<file path="src/rtl/keypad_scan.sv">
// 4x4 keypad matrix scanner: drives one column low at a time, synchronizes and
// debounces the active-low row returns, and reports one registered key event per press.
module keypad_scan #(
  parameter int SCAN_DIV = 4,
  parameter int DEB_CNT  = 3
) (
  input  logic       clk,
  input  logic       rst,
  input  logic [3:0] row_in,
  output logic [3:0] col_out,
  output logic [3:0] key_code,
  output logic       key_valid,
  output logic       key_held
);

  localparam int DIV_W = (SCAN_DIV > 2) ? $clog2(SCAN_DIV) : 1;
  localparam int CNT_W = $clog2(DEB_CNT + 1);
  localparam logic [DIV_W-1:0] DIV_LAST = DIV_W'(SCAN_DIV - 1);
  localparam logic [CNT_W-1:0] CNT_LAST = CNT_W'(DEB_CNT);

  typedef enum logic [1:0] {
    SCAN,
    DEBOUNCE,
    HELD
  } state_e;

  logic [3:0]       rowMeta_q;
  logic [3:0]       rowSync_q;
  logic [DIV_W-1:0] divCnt_q, divCnt_d;
  logic [1:0]       colIdx_q, colIdx_d;
  state_e           state_q, state_d;
  logic [3:0]       cand_q, cand_d;
  logic [CNT_W-1:0] debCnt_q, debCnt_d;
  logic [3:0]       keyCode_q, keyCode_d;
  logic             keyValid_q, keyValid_d;
  logic             keyHeld_q, keyHeld_d;

  logic             tick;
  logic             rowValid;
  logic [1:0]       rowIdx;
  logic [CNT_W-1:0] debInc;

  // Row returns are asynchronous to clk, so they only enter the logic through two flops.
  always_ff @(posedge clk or negedge rst) begin
    if (!rst) begin
      rowMeta_q <= 4'hF;
      rowSync_q <= 4'hF;
    end else begin
      rowMeta_q <= row_in;
      rowSync_q <= rowMeta_q;
    end
  end

  assign tick   = (divCnt_q == DIV_LAST);
  assign divCnt_d = tick ? '0 : divCnt_q + DIV_W'(1);
  assign debInc = debCnt_q + CNT_W'(1);

  // A sample is a key only when exactly one row is pulled low; ghosting patterns are ignored.
  always_comb begin
    rowValid = 1'b0;
    rowIdx   = 2'd0;
    case (rowSync_q)
      4'b1110: begin rowValid = 1'b1; rowIdx = 2'd0; end
      4'b1101: begin rowValid = 1'b1; rowIdx = 2'd1; end
      4'b1011: begin rowValid = 1'b1; rowIdx = 2'd2; end
      4'b0111: begin rowValid = 1'b1; rowIdx = 2'd3; end
      default: begin rowValid = 1'b0; rowIdx = 2'd0; end
    endcase
  end

  always_comb begin
    state_d    = state_q;
    colIdx_d   = colIdx_q;
    cand_d     = cand_q;
    debCnt_d   = debCnt_q;
    keyCode_d  = keyCode_q;
    keyValid_d = 1'b0;
    keyHeld_d  = keyHeld_q;
    if (tick) begin
      case (state_q)
        SCAN: begin
          if (rowValid) begin
            cand_d   = {rowIdx, colIdx_q};
            debCnt_d = CNT_W'(1);
            state_d  = DEBOUNCE;
          end else begin
            colIdx_d = colIdx_q + 2'd1;
          end
        end
        DEBOUNCE: begin
          if (rowValid && ({rowIdx, colIdx_q} == cand_q)) begin
            if (debInc == CNT_LAST) begin
              keyCode_d  = cand_q;
              keyValid_d = 1'b1;
              keyHeld_d  = 1'b1;
              debCnt_d   = '0;
              state_d    = HELD;
            end else begin
              debCnt_d = debInc;
            end
          end else begin
            debCnt_d = '0;
            colIdx_d = colIdx_q + 2'd1;
            state_d  = SCAN;
          end
        end
        HELD: begin
          // Column stays frozen so only the held key's column is ever observed here.
          if (rowSync_q == 4'hF) begin
            if (debInc == CNT_LAST) begin
              keyHeld_d = 1'b0;
              debCnt_d  = '0;
              colIdx_d  = colIdx_q + 2'd1;
              state_d   = SCAN;
            end else begin
              debCnt_d = debInc;
            end
          end else begin
            debCnt_d = '0;
          end
        end
        default: begin
          debCnt_d = '0;
          state_d  = SCAN;
        end
      endcase
    end
  end

  always_ff @(posedge clk or negedge rst) begin
    if (!rst) begin
      divCnt_q   <= '0;
      colIdx_q   <= 2'd0;
      state_q    <= SCAN;
      cand_q     <= 4'h0;
      debCnt_q   <= '0;
      keyCode_q  <= 4'h0;
      keyValid_q <= 1'b0;
      keyHeld_q  <= 1'b0;
    end else begin
      divCnt_q   <= divCnt_d;
      colIdx_q   <= colIdx_d;
      state_q    <= state_d;
      cand_q     <= cand_d;
      debCnt_q   <= debCnt_d;
      keyCode_q  <= keyCode_d;
      keyValid_q <= keyValid_d;
      keyHeld_q  <= keyHeld_d;
    end
  end

  assign col_out   = ~(4'b0001 << colIdx_q);
  assign key_code  = keyCode_q;
  assign key_valid = keyValid_q;
  assign key_held  = keyHeld_q;

endmodule

</file>
<file path="config.mk">
export PLATFORM = sky130hd
export DESIGN_NAME = keypad_scan
export DESIGN_NICKNAME = d
export VERILOG_FILES = /design/src/rtl/keypad_scan.sv
export SDC_FILE = /design/constraint.sdc
export NUM_CORES = 1
export LEC_CHECK = 0
export CAP_MARGIN = 20
export CORE_ASPECT_RATIO = 0.8
export CORE_MARGIN = 2
export CORE_UTILIZATION = 47
export DETAILED_ROUTE_END_ITERATION = 8
export GPL_ROUTABILITY_DRIVEN = 0
export GPL_TIMING_DRIVEN = 0
export PLACE_DENSITY = 0.7
export SLEW_MARGIN = 5
export SYNTH_ARGS = -nofsm -noshare
export SYNTH_HDL_FRONTEND = slang
export SYNTH_SLANG_ARGS = --single-unit
</file>
<file path="constraint.sdc">
create_clock -name clk -period 2.4 [get_ports clk]
set_input_delay 0.36 -clock clk [delete_from_list [all_inputs] [get_ports clk]]
set_output_delay 0.36 -clock clk [all_outputs]
set_load 0.05 [all_outputs]
</file>
; Word level (Yosys, flattened, before mapping)
; Cells that the tools add are included.
[totals]
input_bits = 6
mem_bits_rw = 0
ff_bits = 26
elab_cells = 71
romBits = 0
latch_bits = 0
output_inout_bits = 10
memories = 0
[classes]
n_div = 0
mux = 27
add_sub_neg = 3
n_bitwise = 1
n_shift = 1
multipliers = 0
reduce_logical = 11
n_eq_ne = 18
magnitude_cmp = 0
[ops]
columns = cell, n
row1 = 2-to-1 mux 2 bit, 13
row2 = case mux 2 bit (3 select lines), 4
row3 = equality test 4 bit (second input constant), 4
row4 = inequality test 2 bit (second input constant), 7
row5 = AND reduction 6 bit, 2
row6 = 2-to-1 mux 1 bit, 9
row7 = adder 2 x 1 -> 2 bit (second input constant), 3
row8 = equality test 2 bit (second input constant), 3
row9 = AND reduction 5 bit, 1
row10 = equality test 4 x 3 -> 1 bit (second input constant), 1
row11 = equality test 4 bit, 1
row12 = NOT 4 bit, 1
row13 = AND reduction 4 bit, 1
row14 = OR reduction 4 bit, 1
row15 = << shifter 1 x 2 -> 4 bit (first input constant), 1
row16 = inequality test 3 bit (second input constant), 1
row17 = AND reduction 3 bit, 1
row18 = nonzero test 3 bit, 1
row19 = equality test 2 x 1 -> 1 bit (second input constant), 1
row20 = zero test 2 bit, 1
row21 = case mux 1 bit (2 select lines), 1
row22 = AND reduction 2 bit, 1
row23 = nonzero test 2 bit, 1
row24 = logical AND 1 bit, 1

; Depth between registers and ports, before layout
[logic_depth]
depth_word = 7
ltp_mapped = 6
depth_no_buf = 5

; Worst setup path before layout
; Ideal clock, no wire load.
[synth_path]
kind = reg-to-reg
from = reg rowSync_q[2]
to = reg colIdx_q[1]
required_ps = 2275
arrival_time_ps = 1632
stages_incl_launch_ff = 7
path_buffers = 1
setup_slack_ps = 643
cell_sequence = dfstp_2 > buf_6 > xnor2_1 > nor3b_1 > nor3_2 > o221ai_2 > mux2_4
[synth_via]
elab_chain_len = 6
[synth_rtl]
columns = item, line
row1 = from (decl), 28  ; logic [3:0] rowSync_q;
row2 = from (signal assigned), 50  ; rowSync_q <= rowMeta_q;
row3 = equality test 4 x 3 -> 1 bit or equality test 4 bit (tied branches), 62  ; case (rowSync_q)
row4 = case mux 2 bit (3 select lines) or OR reduction 4 bit (tied branches), --
row5 = equality test 4 bit or 2-to-1 mux 1 bit (tied branches), "91, 62"
row6 = logical AND 1 bit, 91  ; if (rowValid && ({rowIdx, colIdx_q} == cand_q)) begin
row7 = inequality test 2 bit (no line), --
row8 = AND reduction 6 bit (no line) (*), --
row9 = to (signal assigned), 142  ; colIdx_q <= colIdx_d;
row10 = to (decl), 30  ; logic [1:0] colIdx_q, colIdx_d;
; Every way passes the cells marked *; elsewhere a longest branch is shown, timed or not.
; A chain may end at the register's enable or synchronous reset.

; Final worst setup path
[layout_path]
from = reg colIdx_q[1]
to = out col_out[1]
[layout_via]
elab_chain_len = 2
[layout_rtl]
columns = item, line
row1 = << shifter 1 x 2 -> 4 bit, 152  ; assign col_out = ~(4'b0001 << colIdx_q);
row2 = NOT 4 bit, 152
row3 = to (decl), 10  ; output logic [3:0] col_out,
; Every way passes these cells.

==> impl_metrics.ini <==
[placement]
dp.cells = 155
dpl_cell_area_mm2 = 0.00141
numPortBuffers = 15
hpwlAfterDp_mm = 1.47

[routing]
final_antenna_net_count = 0
avgRoutedWirePerCell_um = 12.3
via_count = 824
wirelength_mm = 1.96
drt-pass1-iter-count = 4
drtIter0Drc = 18
vias_per_cell = 5.18
drcViolationCount = 0

[clock_tree]
h-tree-depth = 1
clkSinkCount = 26
cts_made_buffers = 3
tritoncts = built
clk_pin_slew_ns = 0.14
cts_setup_buffers = 0
cts_resized = 0
cts_root_buffer = clkbuf_4
ctsHoldBuffers = 0
insertion_delay_ns = 0.33
cts_buffer_depth = 2

[final_layout]
final_common_cell = dfrtp_1
final_cells = 159
finalInstanceArea_mm2 = 0.00145
num-nets-final = 135
final_cell_mix = 18 x dfrtp_1, 13 x clkdlybuf4s50_1, 9 x nand2_1, 8 x dfstp_2, 7 x inv_1
drive_gt1_share_pct = 19.5
num_antenna_cells = 0
area_growth_syn_to_layout_pct = 20.9

[power]
vdd_drop_max_mv = 0.339
p_leak_nw = 0.632
finalPower_mw = 1.17
p_per_area_mw_per_mm2 = 804

[setup_path]
critPathSlowestCell = clkdlybuf4s50_1
endpoint_kind = output port
crit_family = buffers and inverters
worst_path_most_repeated_cell = inv_1
reg2reg_slack_ns = 0.43
critical_path_arrival_ns = 1.91
reg2reg_depth = 5
critical_path.max_stage_delay_ns = 0.79
start_kind = flop
r2r_end = key_code[2]
cp_max_fo = 5
r2r-start = state_q[1]
critPathBufInv = 3
cp.required_ns = 2.04
cp_cell_sequence = inv_1, ha_1, inv_1, clkdlybuf4s50_1
crit_start = colIdx_q[1]
worst-setup-path-type = flop to output port

[synthesis]
yosys.area_share.xor_xnor_pct = 3.64
syn_area_mm2 = 0.00120
yosysSeqAreaShare_pct = 54.9
synth-compound-area-share_pct = 12.6
ys_types = 39
synth_mux_area_share_pct = 4.99
avgSynthCellArea_um2 = 11.7
synth_top_family_by_area = simple AND/OR/NAND/NOR gates
yosys.area_share.simple_pct = 14.9
syn-instance-count = 103
synth_nets = 114
ys_ff_latch = 26
yosys_warnings = 0
synthAdderAreaFrac_pct = 5.20

[run]
max_cap_violations = 0

[sta]
min_period_ns = 2.27
hold_viol_final = 0
slew_viol_final = 0
clock_skew_ns = 0.0157
slew-limit-headroom_pct = 62.3
final.period_utilization_pct = 94.6
rsz0062_at_grt = false
setup_viol = 0
setup_tns_ns = 0
worstMarginPinSlew_ns = 0.563
fmax_mhz = 440

[grt]
grt_pass1_wl_mm = 3.39
grt_max_degree = 15
grt_pass1_vias = 772
antenna_found_initial = 0
grt.overflow.total = 0
grt_usage_pct = 15.2

[min_path]
min_to = rowSync_q[3]
worstHoldStart = rowMeta_q[3]
min_path_type = flop to flop
hold_depth = 0

[floorplanning]
initial_core_util_pct = 49.2
io_pins = 16
die_area_mm2 = 0.00298
core_mm2 = 0.00244
die_w_um = 60.6
num_rows = 16
die_height_um = 49.2

[status]
status = completed
## worst register-to-register path, cell delays in order, from the launching register on
cell     delay, ns
dfrtp_1       0.38
buf_1         0.21
nor4_1        0.41
o21ai_2       0.19
nor3_4        0.29
mux2_2        0.38
## area by class of cell
class / instances / area, um2
Clock buffer: 4 / 36.3
Fill cell: 211 / 988
Buffer: 3 / 18.8
Tap cell: 36 / 45.0
Inverter: 7 / 26.3
Timing Repair Buffer: 16 / 170
Sequential cell: 26 / 661
Multi-Input combinational cell: 67 / 497
## logic make-up (layout without fill, tap and decap cells)
logic type | Yosys count | after routing
AND/OR/NAND/NOR | 31 | 31
flip-flops | 26 | 26
AO/OA/AOI/OAI | 21 | 21
buffers and inverters | 10 | 30
adder cells (fa/ha/maj) | 5 | 5
XOR/XNOR | 5 | 5
multiplexers | 5 | 5
## routing by layer
metal  GRT usage (%)  vias to the layer above  routed length [um]
met5               0                        -                   0
li1                -                      400                   -
met2            23.4                       27                 866
met4            3.99                        0                  23
met3            5.84                        4                 123
met1            20.1                      393                 944
## per-stage QoR
stage / hold slack (ns) / utilization, % / setup slack (ns)
floorplan: 0.0644 / - / 0.643
global placement: 0.347 / 57.2 / 0.464
detailed placement: 0.347 / 57.8 / 0.441
global route: 0.370 / 59.5 / 0.0333
CTS: 0.366 / 59.3 / 0.0606
finish: 0.365 / 59.5 / 0.129
## registers in the layout, indices dropped and copies added, names as in the netlist
name	flops
rowMeta_q	4
debCnt_q	2
colIdx_q	2
cand_q	4
key_valid	1
state_q	2
key_held	1
rowSync_q	4
divCnt_q	2
key_code	4
## how the worst max path moves through the flow
stage / end / slack (ns) / cells past startpoint
floorplan: colIdx_q[1] / 0.64 / 6
global placement: col_out[2] / 0.46 / 4
detailed placement: key_code[2] / 0.44 / 5
CTS: col_out[0] / 0.06 / 4
global route: col_out[1] / 0.03 / 4
finish: col_out[1] / 0.13 / 4
## cell usage after synthesis
master,count,area (um2)
nand2b_1,2,12.5
nand3b_1,1,7.51
nand3_1,2,10.0
o221ai_1,2,17.5
mux2_1,1,11.3
o21ai_2,1,8.76
ha_1,5,62.6
a21oi_1,4,20.0
xor2_1,3,26.3
o221ai_2,1,15.0
mux2_4,1,15.0
nand4_1,1,6.26
clkbuf_1,1,3.75
nor4b_1,1,8.76
and4_1,1,8.76
nor3_4,1,16.3
dfrtp_1,18,450
nand2_1,9,33.8
nor3_2,1,10.0
o21ai_0,6,30.0
nand4b_1,1,8.76
or2_2,1,6.26
mux2_2,3,33.8
dfstp_2,8,210
nor3_1,1,5.00
o22a_2,1,10.0
inv_1,7,26.3
nor4_1,1,6.26
a31oi_1,1,6.26
o31a_1,2,17.5
o31ai_1,1,7.51
buf_6,1,11.3
xnor2_1,2,17.5
a41o_1,1,10.0
o22a_1,1,8.76
buf_1,1,3.75
nor2_1,5,18.8
nor2b_1,2,12.5
nor3b_1,1,7.51
## report_power, final
part           switching (mW)  internal (mW)  total, mW
sequential             0.0698          0.498      0.568
clock                   0.125         0.0929      0.218
combinational           0.237          0.145      0.383
total                   0.432          0.737       1.17
Power figures use the tool's default switching activity.
